`config.mk`:
```
export PLATFORM = sky130hd
export DESIGN_NAME = instr_sequencer
export DESIGN_NICKNAME = d
export VERILOG_FILES = /design/src/rtl/seq_pkg.sv /design/src/rtl/seq_timeout.sv /design/src/rtl/instr_sequencer.sv
export SDC_FILE = /design/constraint.sdc
export NUM_CORES = 1
export LEC_CHECK = 0
export BUFFER_PORTS_ARGS = -buffer_cell sky130_fd_sc_hd__buf_2
export CORE_ASPECT_RATIO = 0.7
export CORE_MARGIN = 4
export CORE_UTILIZATION = 40
export CTS_BUF_LIST = sky130_fd_sc_hd__clkbuf_2
export CTS_CLUSTER_SIZE = 25
export DETAILED_ROUTE_END_ITERATION = 7
export PLACE_DENSITY = 0.67
export SLEW_MARGIN = 5
export SYNTH_ARGS = -nofsm -noshare
export SYNTH_HDL_FRONTEND = slang
export SYNTH_HIERARCHICAL = 1
export SYNTH_SLANG_ARGS = --single-unit
```
`constraint.sdc`:
```
create_clock -name clock -period 3.9 [get_ports clock]
set_input_delay 0.78 -clock clock [delete_from_list [all_inputs] [get_ports clock]]
set_output_delay 0.78 -clock clock [all_outputs]
set_load 0.005 [all_outputs]
```
`src/rtl/seq_pkg.sv`:
```
// Shared encodings for the instruction sequencer: FSM states, PC control,
// writeback source, the decoded-control bundle and small decode helpers.
package seq_pkg;

    // Wide enough for any TIMEOUT in 1..255.
    localparam int WAIT_W = 8;

    typedef enum logic [2:0] {
        ST_IDLE      = 3'd0,
        ST_FETCH     = 3'd1,
        ST_DECODE    = 3'd2,
        ST_EXECUTE   = 3'd3,
        ST_MEM       = 3'd4,
        ST_WRITEBACK = 3'd5,
        ST_FAULT     = 3'd6
    } state_t;

    typedef enum logic [1:0] {
        PC_NORMAL   = 2'd0,
        PC_SET_STEP = 2'd1,
        PC_SET_REF  = 2'd2
    } pc_cfg_t;

    typedef enum logic [1:0] {
        SRC_ALU  = 2'd0,
        SRC_LOAD = 2'd1,
        SRC_PC   = 2'd2
    } reg_src_t;

    // Decoded controls captured at the end of DECODE.
    typedef struct packed {
        pc_cfg_t  pc_cfg;
        logic     ram_store;
        logic     reg_write;
        reg_src_t reg_src;
    } ctrl_t;

    // A store or a load both need a data-memory transaction.
    function automatic logic needs_mem(ctrl_t c);
        return c.ram_store || (c.reg_src == SRC_LOAD);
    endfunction

    // Branches and jumps without writeback finish in EXECUTE.
    function automatic logic ends_in_execute(ctrl_t c);
        return !needs_mem(c) && !c.reg_write;
    endfunction

    // A conditional branch that is not taken falls through to the normal PC.
    function automatic logic [1:0] pc_select(pc_cfg_t cfg, logic flag);
        return ((cfg == PC_SET_STEP) && !flag) ? 2'(PC_NORMAL) : 2'(cfg);
    endfunction

endpackage

```
`src/rtl/seq_timeout.sv`:
```
// Wait-state watchdog: counts cycles spent waiting for an ack and flags the
// TIMEOUT-th cycle so the control unit can give up on the transaction.
module seq_timeout
    import seq_pkg::*;
#(
    parameter int TIMEOUT = 15
) (
    input  logic clock,
    input  logic reset,
    input  logic clear,
    input  logic count,
    output logic expire
);

    logic [WAIT_W-1:0] wait_cnt;

    // Wait counter: zero on clear, advance once per un-acked wait cycle.
    always_ff @(posedge clock) begin
        // NOTE: sequential state uses non-blocking assignments so every
        // register samples pre-edge values, independent of statement order.
        if (reset || clear) begin
            wait_cnt <= '0;
        end else if (count) begin
            wait_cnt <= wait_cnt + WAIT_W'(1);
        end
    end

    // The counter reads N-1 during the N-th cycle of a wait.
    assign expire = (wait_cnt == WAIT_W'(TIMEOUT - 1));

endmodule

```
`src/rtl/instr_sequencer.sv`:
```
// Multi-cycle instruction sequencer: walks FETCH/DECODE/EXECUTE/MEM/WRITEBACK
// for each instruction, drives memory requests and register/PC strobes,
// counts retired instructions and parks in FAULT if a memory never answers.
module instr_sequencer
    import seq_pkg::*;
#(
    parameter int TIMEOUT = 15,
    parameter int CNT_W   = 16
) (
    input  logic             clock,
    input  logic             reset,
    input  logic             start,
    input  logic             stop,
    input  logic [1:0]       pcconfig,
    input  logic             ramconfig,
    input  logic             regbankconfig,
    input  logic [1:0]       regsource,
    input  logic             alu_flag,
    input  logic             imem_ack,
    input  logic             dmem_ack,
    output logic             imem_req,
    output logic             dmem_req,
    output logic             dmem_we,
    output logic             ir_load,
    output logic             pc_write,
    output logic [1:0]       pc_sel,
    output logic             reg_write,
    output logic [1:0]       reg_sel,
    output logic             busy,
    output logic             fault,
    output logic [2:0]       state,
    output logic [CNT_W-1:0] retired
);

    state_t state_q;
    state_t state_next;
    state_t end_state;
    ctrl_t  ctrl_q;
    ctrl_t  ctrl_next;
    logic   flag_q;
    logic   flag_eff;
    logic   stop_q;
    logic   pc_write_q;
    logic   pc_write_mem;
    logic   wait_count;
    logic   wait_clear;
    logic   wait_expire;

    // Next-state and next-control selection.
    always_comb begin
        // NOTE: every signal written here gets a default first; a path that
        // leaves one unassigned would infer a latch.
        state_next = state_q;
        ctrl_next  = ctrl_q;
        // A stop seen in the final cycle counts just like an earlier one.
        end_state  = (stop_q || stop) ? ST_IDLE : ST_FETCH;
        case (state_q)
            ST_IDLE: begin
                if (start && !stop) state_next = ST_FETCH;
            end
            ST_FETCH: begin
                if (imem_ack)         state_next = ST_DECODE;
                else if (wait_expire) state_next = ST_FAULT;
            end
            ST_DECODE: begin
                ctrl_next.pc_cfg    = pc_cfg_t'(pcconfig);
                ctrl_next.ram_store = ramconfig;
                ctrl_next.reg_write = regbankconfig;
                ctrl_next.reg_src   = reg_src_t'(regsource);
                state_next          = ST_EXECUTE;
            end
            ST_EXECUTE: begin
                if (needs_mem(ctrl_q))     state_next = ST_MEM;
                else if (ctrl_q.reg_write) state_next = ST_WRITEBACK;
                else                       state_next = end_state;
            end
            ST_MEM: begin
                if (dmem_ack)         state_next = ctrl_q.reg_write ? ST_WRITEBACK : end_state;
                else if (wait_expire) state_next = ST_FAULT;
            end
            ST_WRITEBACK: state_next = end_state;
            ST_FAULT:     state_next = ST_FAULT;
            default:      state_next = ST_IDLE;
        endcase
    end

    // The watchdog runs only while we remain in the same wait state; any
    // other transition (including entry into FETCH or MEM) zeroes it.
    assign wait_count = ((state_q == ST_FETCH) && (state_next == ST_FETCH)) ||
                        ((state_q == ST_MEM)   && (state_next == ST_MEM));
    assign wait_clear = !wait_count;

    seq_timeout #(
        .TIMEOUT (TIMEOUT)
    ) u_timeout (
        .clock  (clock),
        .reset  (reset),
        .clear  (wait_clear),
        .count  (wait_count),
        .expire (wait_expire)
    );

    // State, captured controls, stop latch, retire counter and the Moore
    // outputs, which are registered from the state being entered.
    always_ff @(posedge clock) begin
        if (reset) begin
            state_q    <= ST_IDLE;
            ctrl_q     <= '0;
            flag_q     <= 1'b0;
            stop_q     <= 1'b0;
            retired    <= '0;
            imem_req   <= 1'b0;
            dmem_req   <= 1'b0;
            dmem_we    <= 1'b0;
            reg_write  <= 1'b0;
            reg_sel    <= 2'd0;
            busy       <= 1'b0;
            fault      <= 1'b0;
            pc_write_q <= 1'b0;
        end else begin
            state_q <= state_next;
            ctrl_q  <= ctrl_next;
            if (state_q == ST_EXECUTE) flag_q <= alu_flag;

            if (state_next == ST_IDLE) begin
                stop_q <= 1'b0;
            end else if (stop && (state_q != ST_IDLE) && (state_q != ST_FAULT)) begin
                stop_q <= 1'b1;
            end

            if (pc_write) retired <= retired + CNT_W'(1);

            imem_req   <= (state_next == ST_FETCH);
            dmem_req   <= (state_next == ST_MEM);
            dmem_we    <= (state_next == ST_MEM) && ctrl_next.ram_store;
            reg_write  <= (state_next == ST_WRITEBACK);
            reg_sel    <= (state_next == ST_WRITEBACK) ? 2'(ctrl_next.reg_src) : 2'd0;
            busy       <= (state_next != ST_IDLE) && (state_next != ST_FAULT);
            fault      <= (state_next == ST_FAULT);
            pc_write_q <= (state_next == ST_WRITEBACK) ||
                          ((state_next == ST_EXECUTE) && ends_in_execute(ctrl_next));
        end
    end

    // A store without writeback ends on the very cycle its ack arrives, so
    // that PC update cannot be known a cycle ahead.
    assign pc_write_mem = (state_q == ST_MEM) && dmem_ack && !ctrl_q.reg_write;
    assign pc_write     = pc_write_q || pc_write_mem;

    // A branch that ends in EXECUTE resolves with the flag being captured on
    // that same edge; later cycles use the captured copy.
    assign flag_eff = (state_q == ST_EXECUTE) ? alu_flag : flag_q;
    assign pc_sel   = pc_write ? pc_select(ctrl_q.pc_cfg, flag_eff) : 2'd0;

    assign ir_load  = (state_q == ST_FETCH) && imem_ack;
    assign state    = state_q;

endmodule

```
==> results of run 1 <==
==> area by class of cell <==
type                    instances  area, um^2  share of cell area
clock buffers                   6        30.0              0.0129
clock inverters                 2        35.0              0.0151
inverters                       7        26.3              0.0113
multi-input cells             163        1050               0.449
flip-flops and latches         44         881               0.378
well taps                      69        86.3              0.0371
repair buffers                 44         223              0.0957
==> final timing paths <==
check | from | slack [ps] | cells after the start | endpoint
setup / recovery | u_timeout/wait_cnt[1]$_SDFFE_PP0P_ | 640 | 11 | u_timeout/wait_cnt[7]$_SDFFE_PP0P_
hold / removal | stop_q$_SDFFE_PP0P_ | 490 | 2 | stop_q$_SDFFE_PP0P_
setup reg to reg | u_timeout/wait_cnt[1]$_SDFFE_PP0P_ | 640 | 11 | u_timeout/wait_cnt[7]$_SDFFE_PP0P_
hold reg to reg | stop_q$_SDFFE_PP0P_ | 490 | 2 | stop_q$_SDFFE_PP0P_
==> cell families after synthesis <==
kind of cell,count (synthesis),share of synthesized area
and+or+nand+nor,107,0.291
DFF,44,0.438
AOI/OAI and AO/OA,27,0.0940
xor gates and xnor gates,20,0.0872
buffers and inverters,19,0.0411
muxes,6,0.0299
adders and majority gates,3,0.0187
==> state kept, by name, indices dropped and copies added (netlist names), 2 cells and up <==
register / count
reg_sel: 2
retired: 16
u_timeout/wait_cnt: 8
ctrl_q: 6
state: 3
==> synthesized netlist by cell type, types with 2 or more instances <==
cell      count  share of area
a211oi_1      2         0.0075
nor2b_1       6          0.019
xor2_1       14          0.061
nand3_1       4          0.010
nor2_1       35          0.065
clkbuf_1      7          0.013
and4_1        2         0.0087
o31a_1        2         0.0087
a21oi_1       5          0.012
xnor2_1       6          0.026
or3_1         2         0.0062
nor3b_1       2         0.0075
dfxtp_1      44           0.44
o22ai_1       2         0.0062
inv_1         6          0.011
nand2_1      13          0.024
nand4_1       9          0.028
buf_2         3         0.0075
and3_1        4          0.012
mux2i_1       6          0.030
nor4_1        9          0.028
nand3b_1      2         0.0075
ha_1          3          0.019
nand2b_1      4          0.012
nor3_1        6          0.015
o21ai_0       5          0.012
==> cell usage in the layout, fill, tap and decap left out, types with 2 or more instances in the layout <==
cell	instances
nor4_1	9
dfxtp_1	44
o21ai_0	5
nand2_1	13
o22ai_1	2
inv_1	6
and3_1	4
buf_2	43
nand4_1	9
xnor2_1	6
nor2_1	35
nand3b_1	2
nand2b_1	4
xor2_1	14
and4_1	2
or3_1	2
nor3b_1	2
nand3_1	4
a21oi_1	5
nor2b_1	6
o31a_1	2
ha_1	3
clkbuf_2	6
mux2i_1	6
a211oi_1	2
nor3_1	6
==> power by group <==
group	internal, uW	switching [uW]	total (uW)
combinational	25.7	36.2	61.9
sequential	457	7.67	465
clock	110	146	256
==> per-stage QoR <==
| stage | area [um^2] | utilization |
|---|---|---|
| after floorplan | 2010 | - |
| after global placement | 2260 | 0.470 |
| after detailed placement | 2260 | 0.470 |
| after CTS | 2330 | 0.484 |
| after global routing | 2330 | 0.484 |
| final | 2330 | 0.484 |
==> per-layer routing <==
| layer | GRT usage | vias up |
|---|---|---|
| li1 | - | 868 |
| met1 | 0.234 | 778 |
| met4 | 0.0439 | 0 |
| met2 | 0.220 | 45 |
| met3 | 0.0523 | 5 |
| met5 | 0 | - |
==> critical path: stages (launching register included) <==
cell	delay [ps]
dfxtp_1	470
ha_1	190
nand4b_1	80
nor4_1	540
a32oi_1	190
o21ai_1	240
nand2_1	300
o41ai_1	350
buf_4	230
nand4_4	110
o31a_1	320
o21a_1	180
==> metrics.txt, run 1 <==
Met1 Wirelength 2.40 mm; placed cells 327; Tightest Pin Transition 689 ps; HPWL after detailed placement 3.38 mm; Req. time, crit path 4220 ps; met2 wire length 1.89 mm; Nets 281; Congestion Overflow GR 0; DIE AREA 6240 um^2; Die X 92.7 um; TritonRoute pass-1 iters 4; site row count 21; Max Cap Viol 0; Synth cell types 49; Final period util 0.836; ys flop type dfxtp_1; Async SR Flop Fraction 0; Worst Setup Start Kind register; pwr dens 337 nW/um^2; Synth Register Bits 44; Yosys warnings 6; worst-case vdd ir drop 0.145 mV; unrepaired setup endpoints after global routing false; vias per inst 5.06; final wirelength 4.64 mm; routed via count 1696; wire length on met3 324 um; Post-Synthesis Cells 226; layout cell share with drive strength beyond 1 0.222; relative slew slack 0.536; io pins 44; CTS sink cnt 44; Detailed Route Iter0 Violations 126; post-CTS setup buffers 0; diode count 0; Die Ht 67.3 um; crit path DAT 3580 ps; crit path max fanout 9; Non-Filler Instances 335; final worst setup slack 640 ps; Leakage 0.000970 uW; CTS tree built; P&R area growth vs syn 15.8%; Seq/Total Area, Yosys 0.438; Initial Utilization 0.418; Hold Crit Class reg -> reg; GP Congestion 0.951; vias in the first global route 1617; Pwr Total 783 uW; final setup TNS 0 ps; syn nets 242; Final Max Tran Viols 0; Root Driver clkbuf_2; syn avg cell area 8.89 um^2; Longest Clk Path Bufs 2; htree depth 2; setup violators final 0; Post-synth EDFFs 0; global-route wire length before repair 7.82 mm; post-place setup slack 746 ps; CORE AREA 4810 um^2; Hold Vio Cnt, Final 0; hold slack 494 ps; WL per Instance 13.8 um; Inserted Clock Buffers 5; # port buffers 43; drc violations 0; max frequency 307 MHz; initial antenna violation count 0; kind of critical path reg -> reg; post-cts resize count 0; status finished, final reports clean; Tmin final 3260 ps; Mapped Area 2010 um^2; top routing layer used met4; crit end category register; Tot GR Track Use 0.159; Filler cells 500; skew final 15.0 ps; Hold Buf Count CTS 0; largest net degree at the start of global routing 37; Clock Latency Late Sink 400 ps; Routed Antenna Nets 0; clock-pin transition on the worst setup and hold timing paths 220 ps
Note: power is estimated with default switching activity, not from simulation.
==> inputs of run 2 (changes only) <==
--- a/config.mk
+++ b/config.mk
@@ -5,6 +5,7 @@
 export SDC_FILE = /design/constraint.sdc
 export NUM_CORES = 1
 export LEC_CHECK = 0
+export ABC_AREA = 1
 export BUFFER_PORTS_ARGS = -buffer_cell sky130_fd_sc_hd__buf_2
 export CORE_ASPECT_RATIO = 0.7
 export CORE_MARGIN = 4
@@ -12,7 +13,7 @@
 export CTS_BUF_LIST = sky130_fd_sc_hd__clkbuf_2
 export CTS_CLUSTER_SIZE = 25
 export DETAILED_ROUTE_END_ITERATION = 7
-export PLACE_DENSITY = 0.67
+export PLACE_DENSITY = 0.66
 export SLEW_MARGIN = 5
 export SYNTH_ARGS = -nofsm -noshare
 export SYNTH_HDL_FRONTEND = slang
==> constraint.sdc (replaced) <==
create_clock -name clock -period 3.2 [get_ports clock]
set_input_delay 0.64 -clock clock [delete_from_list [all_inputs] [get_ports clock]]
set_output_delay 0.64 -clock clock [all_outputs]
set_load 0.005 [all_outputs]
==> metrics.txt, run 2 <==
status finished, final reports clean; cell area after layout 2500 um^2 (+7.3%); cell internal pwr 642 uW (+8.3%); diode count 0 (unchanged); relative slew slack 0.653 (+0.117); layout cell share with drive strength beyond 1 0.174 (-0.0480); global-route wire length before repair 8.39 mm (+7.2%); post-cts resize count 0 (unchanged); final setup TNS 0 ps (unchanged); post-CTS setup buffers 0 (unchanged); crit path DAT 2800 ps (-780 ps); routed via count 2132 (+26%); largest cells by area after synthesis dfxtp_1 41%, nand2_1 15%, nor2_1 7.9%; P_sw 248 uW (+30%); Crit path max-delay family simple AND/OR/NAND/NOR gates; Routed Antenna Nets 0 (unchanged); Final Max Tran Viols 0 (unchanged); Hold Buf Count CTS 0 (unchanged); CP Buf/Inv Count 3 (+2); worst-case vdd ir drop 0.120 mV (-17%); vias in the first global route 1782 (+10%); CP peak stage delay 500 ps (-40 ps); Crit path top cell by count nand2_1; vias per inst 4.78 (-5.6%); CTS tree built; Tot GR Track Use 0.160 (+0.00154); count leader, synth nand2_1; io pins 44 (unchanged); DP Area 2460 um^2 (+8.6%); site row count 22 (+4.8%); Seq/Total Area, Yosys 0.405 (-0.0331); commonest non-fill, non-tap cell in the layout nand2_1; Seq pwr share 0.635 (+0.041); TritonRoute pass-1 iters 4 (unchanged); Clk pwr share 0.272 (-0.055); switching share of power 0.278 (+0.0358); initial antenna violation count 0 (unchanged); CTS sink cnt 44 (unchanged); GP Congestion 0.897 (-5.6%); skew final 19.0 ps (+4.00 ps); Slowest-stage cell, CP dfxtp_1; Final period util 0.757 (-0.0784); Detailed Route Iter0 Violations 166 (+32%); Die X 96.1 um (+3.7%); ys flop type dfxtp_1; Leakage 0.00117 uW (+21%); commonest non-fill, non-tap cells in the layout 84 x nand2_1, 46 x nor2_1, 45 x inv_1; Tmin final 2420 ps (-836 ps); Die Ht 69.7 um (+3.5%); Initial Utilization 0.413 (-0.00453); HPWL after detailed placement 3.89 mm (+15%); Filler cells 582 (+16%); post-place setup slack 843 ps (+97.8 ps); hold slack 456 ps (-38.5 ps); Root Driver clkbuf_2; top-area cell type share of the netlist area 0.405 (-0.0331); crit end category register; WL per Instance 11.5 um (-17%); Hold Vio Cnt, Final 0 (unchanged); Top Registers retired (16), u_timeout/wait_cnt (8), ctrl_q (6); # port buffers 43 (unchanged); Nets 389 (+38%); largest net degree at the start of global routing 19 (-49%); htree depth 2 (unchanged); unrepaired setup endpoints after global routing false; max frequency 413 MHz (+34%); setup violators final 0 (unchanged); Req. time, crit path 3580 ps (-640 ps); Yosys warnings 6 (unchanged); Inserted Clock Buffers 5 (unchanged); Worst Setup Start Kind register; DIE AREA 6700 um^2 (+7.3%); Post-synth EDFFs 0 (unchanged); final worst setup slack 776 ps (+136 ps); Pwr Total 890 uW (+14%); Clock Latency Late Sink 420 ps (+20 ps); Post-Synthesis Cells 327 (+45%); cell taking the most area after synthesis dfxtp_1; Largest register FFs 16 (unchanged); CORE AREA 5260 um^2 (+9.3%); clock-pin transition on the worst setup and hold timing paths 230 ps (about the same); Async SR Flop Fraction 0 (unchanged); P&R area growth vs syn 14.9%; Synth cell types 26 (-47%); Synth Register Bits 44 (unchanged); Longest Clk Path Bufs 2 (unchanged); kind of critical path reg -> reg; Combinational Power Share 0.094 (+0.015); drc violations 0 (unchanged); syn nets 343 (+42%); Mapped Area 2170 um^2 (+8.2%); Commonest cells post-synth 84 x nand2_1, 46 x nor2_1, 45 x inv_1; pwr dens 356 nW/um^2 (+5.9%); largest register by flop count retired; final wirelength 5.15 mm (+11%); Congestion Overflow GR 0 (unchanged); sequence of cells on the critical path inv_1 -> nand2_1 -> inv_2 -> nor2_1 -> nand2_1 -> nor2_4 -> nand4_1 -> nand2_1 -> inv_1 -> nor2_2 -> o21ai_0 -> a21oi_1; syn avg cell area 6.65 um^2 (-25%); Max Cap Viol 0 (unchanged); Tightest Pin Transition 517 ps (-172 ps); crit path max fanout 12 (+3); Hold Crit Class in -> reg
run 2: cell types whose count changed in the layout (fill, tap and decap cells not counted), sizes merged, moves of 3 or more:
cell / previous run / this run
and3: 4 / 0
xnor2: 6 / 1
xor2: 14 / 2
nor2: 35 / 53
a211oi: 3 / 0
nand2b: 4 / 0
nor4: 9 / 1
nand3: 4 / 25
inv: 7 / 47
nor2b: 6 / 0
mux2i: 6 / 0
o21ai: 6 / 14
a21oi: 5 / 23
nand2: 13 / 87
run 2: path summary, 6_finish.rpt:
check | endpoint | from | slack [ps] | cells after the start
min | ctrl_q[4]$_SDFFE_PP0P_ | pcconfig[0] | 460 | 3
max | u_timeout/wait_cnt[1]$_SDFFE_PP0P_ | state[2]$_SDFF_PP0_ | 780 | 12
min reg2reg | ctrl_q[4]$_SDFFE_PP0P_ | ctrl_q[4]$_SDFFE_PP0P_ | 480 | 2
max reg2reg | u_timeout/wait_cnt[1]$_SDFFE_PP0P_ | state[2]$_SDFF_PP0_ | 780 | 12
run 2: cell type report:
type,count,area (um^2),share of cell area
clock buffers,6,30.0,0.0120
clock inverters,2,11.3,0.00451
inverters,47,176,0.0706
multi-input cells,231,1090,0.435
flip-flops and latches,44,881,0.353
well taps,72,90.1,0.0361
repair buffers,44,223,0.0892
run 2: stage by stage:
stage                      util  std cells
after detailed placement  0.467        438
after global routing      0.475        446
after CTS                 0.475        446
final                     0.475        446
after floorplan               -        327
after global placement    0.467        438
run 2: routing by layer:
metal	vias to the layer above	track usage	share of wire
li1	1128	-	-
met1	932	0.250	0.52
met2	67	0.201	0.38
met3	5	0.0521	0.091
met4	0	0.0521	0.0085
met5	-	0	0
run 2: power groups by stage:
| stage | clock (uW) | sequential (uW) | combinational (uW) |
|---|---|---|---|
| finish | 242 | 565 | 83.3 |
| global route | 274 | 567 | 95.9 |
| CTS | 251 | 565 | 83.5 |
| detailed placement | 0 | 575 | 83.2 |
| global placement | 0 | 575 | 83.4 |
| floorplan | 0 | 575 | 56.1 |
run 2: cells by family after synthesis:
| family | share of synthesized area |
|---|---|
| compound gates | 0.0990 |
| xor+xnor | 0.0121 |
| fa+ha+maj | 0.0173 |
| buf+inv | 0.0950 |
| flops | 0.405 |
| simple gates | 0.371 |
run 2: worst min-delay path, cell delays in order:
cell and delay [ps]:
buf_2 110, nand2_1 60, a21oi_1 50
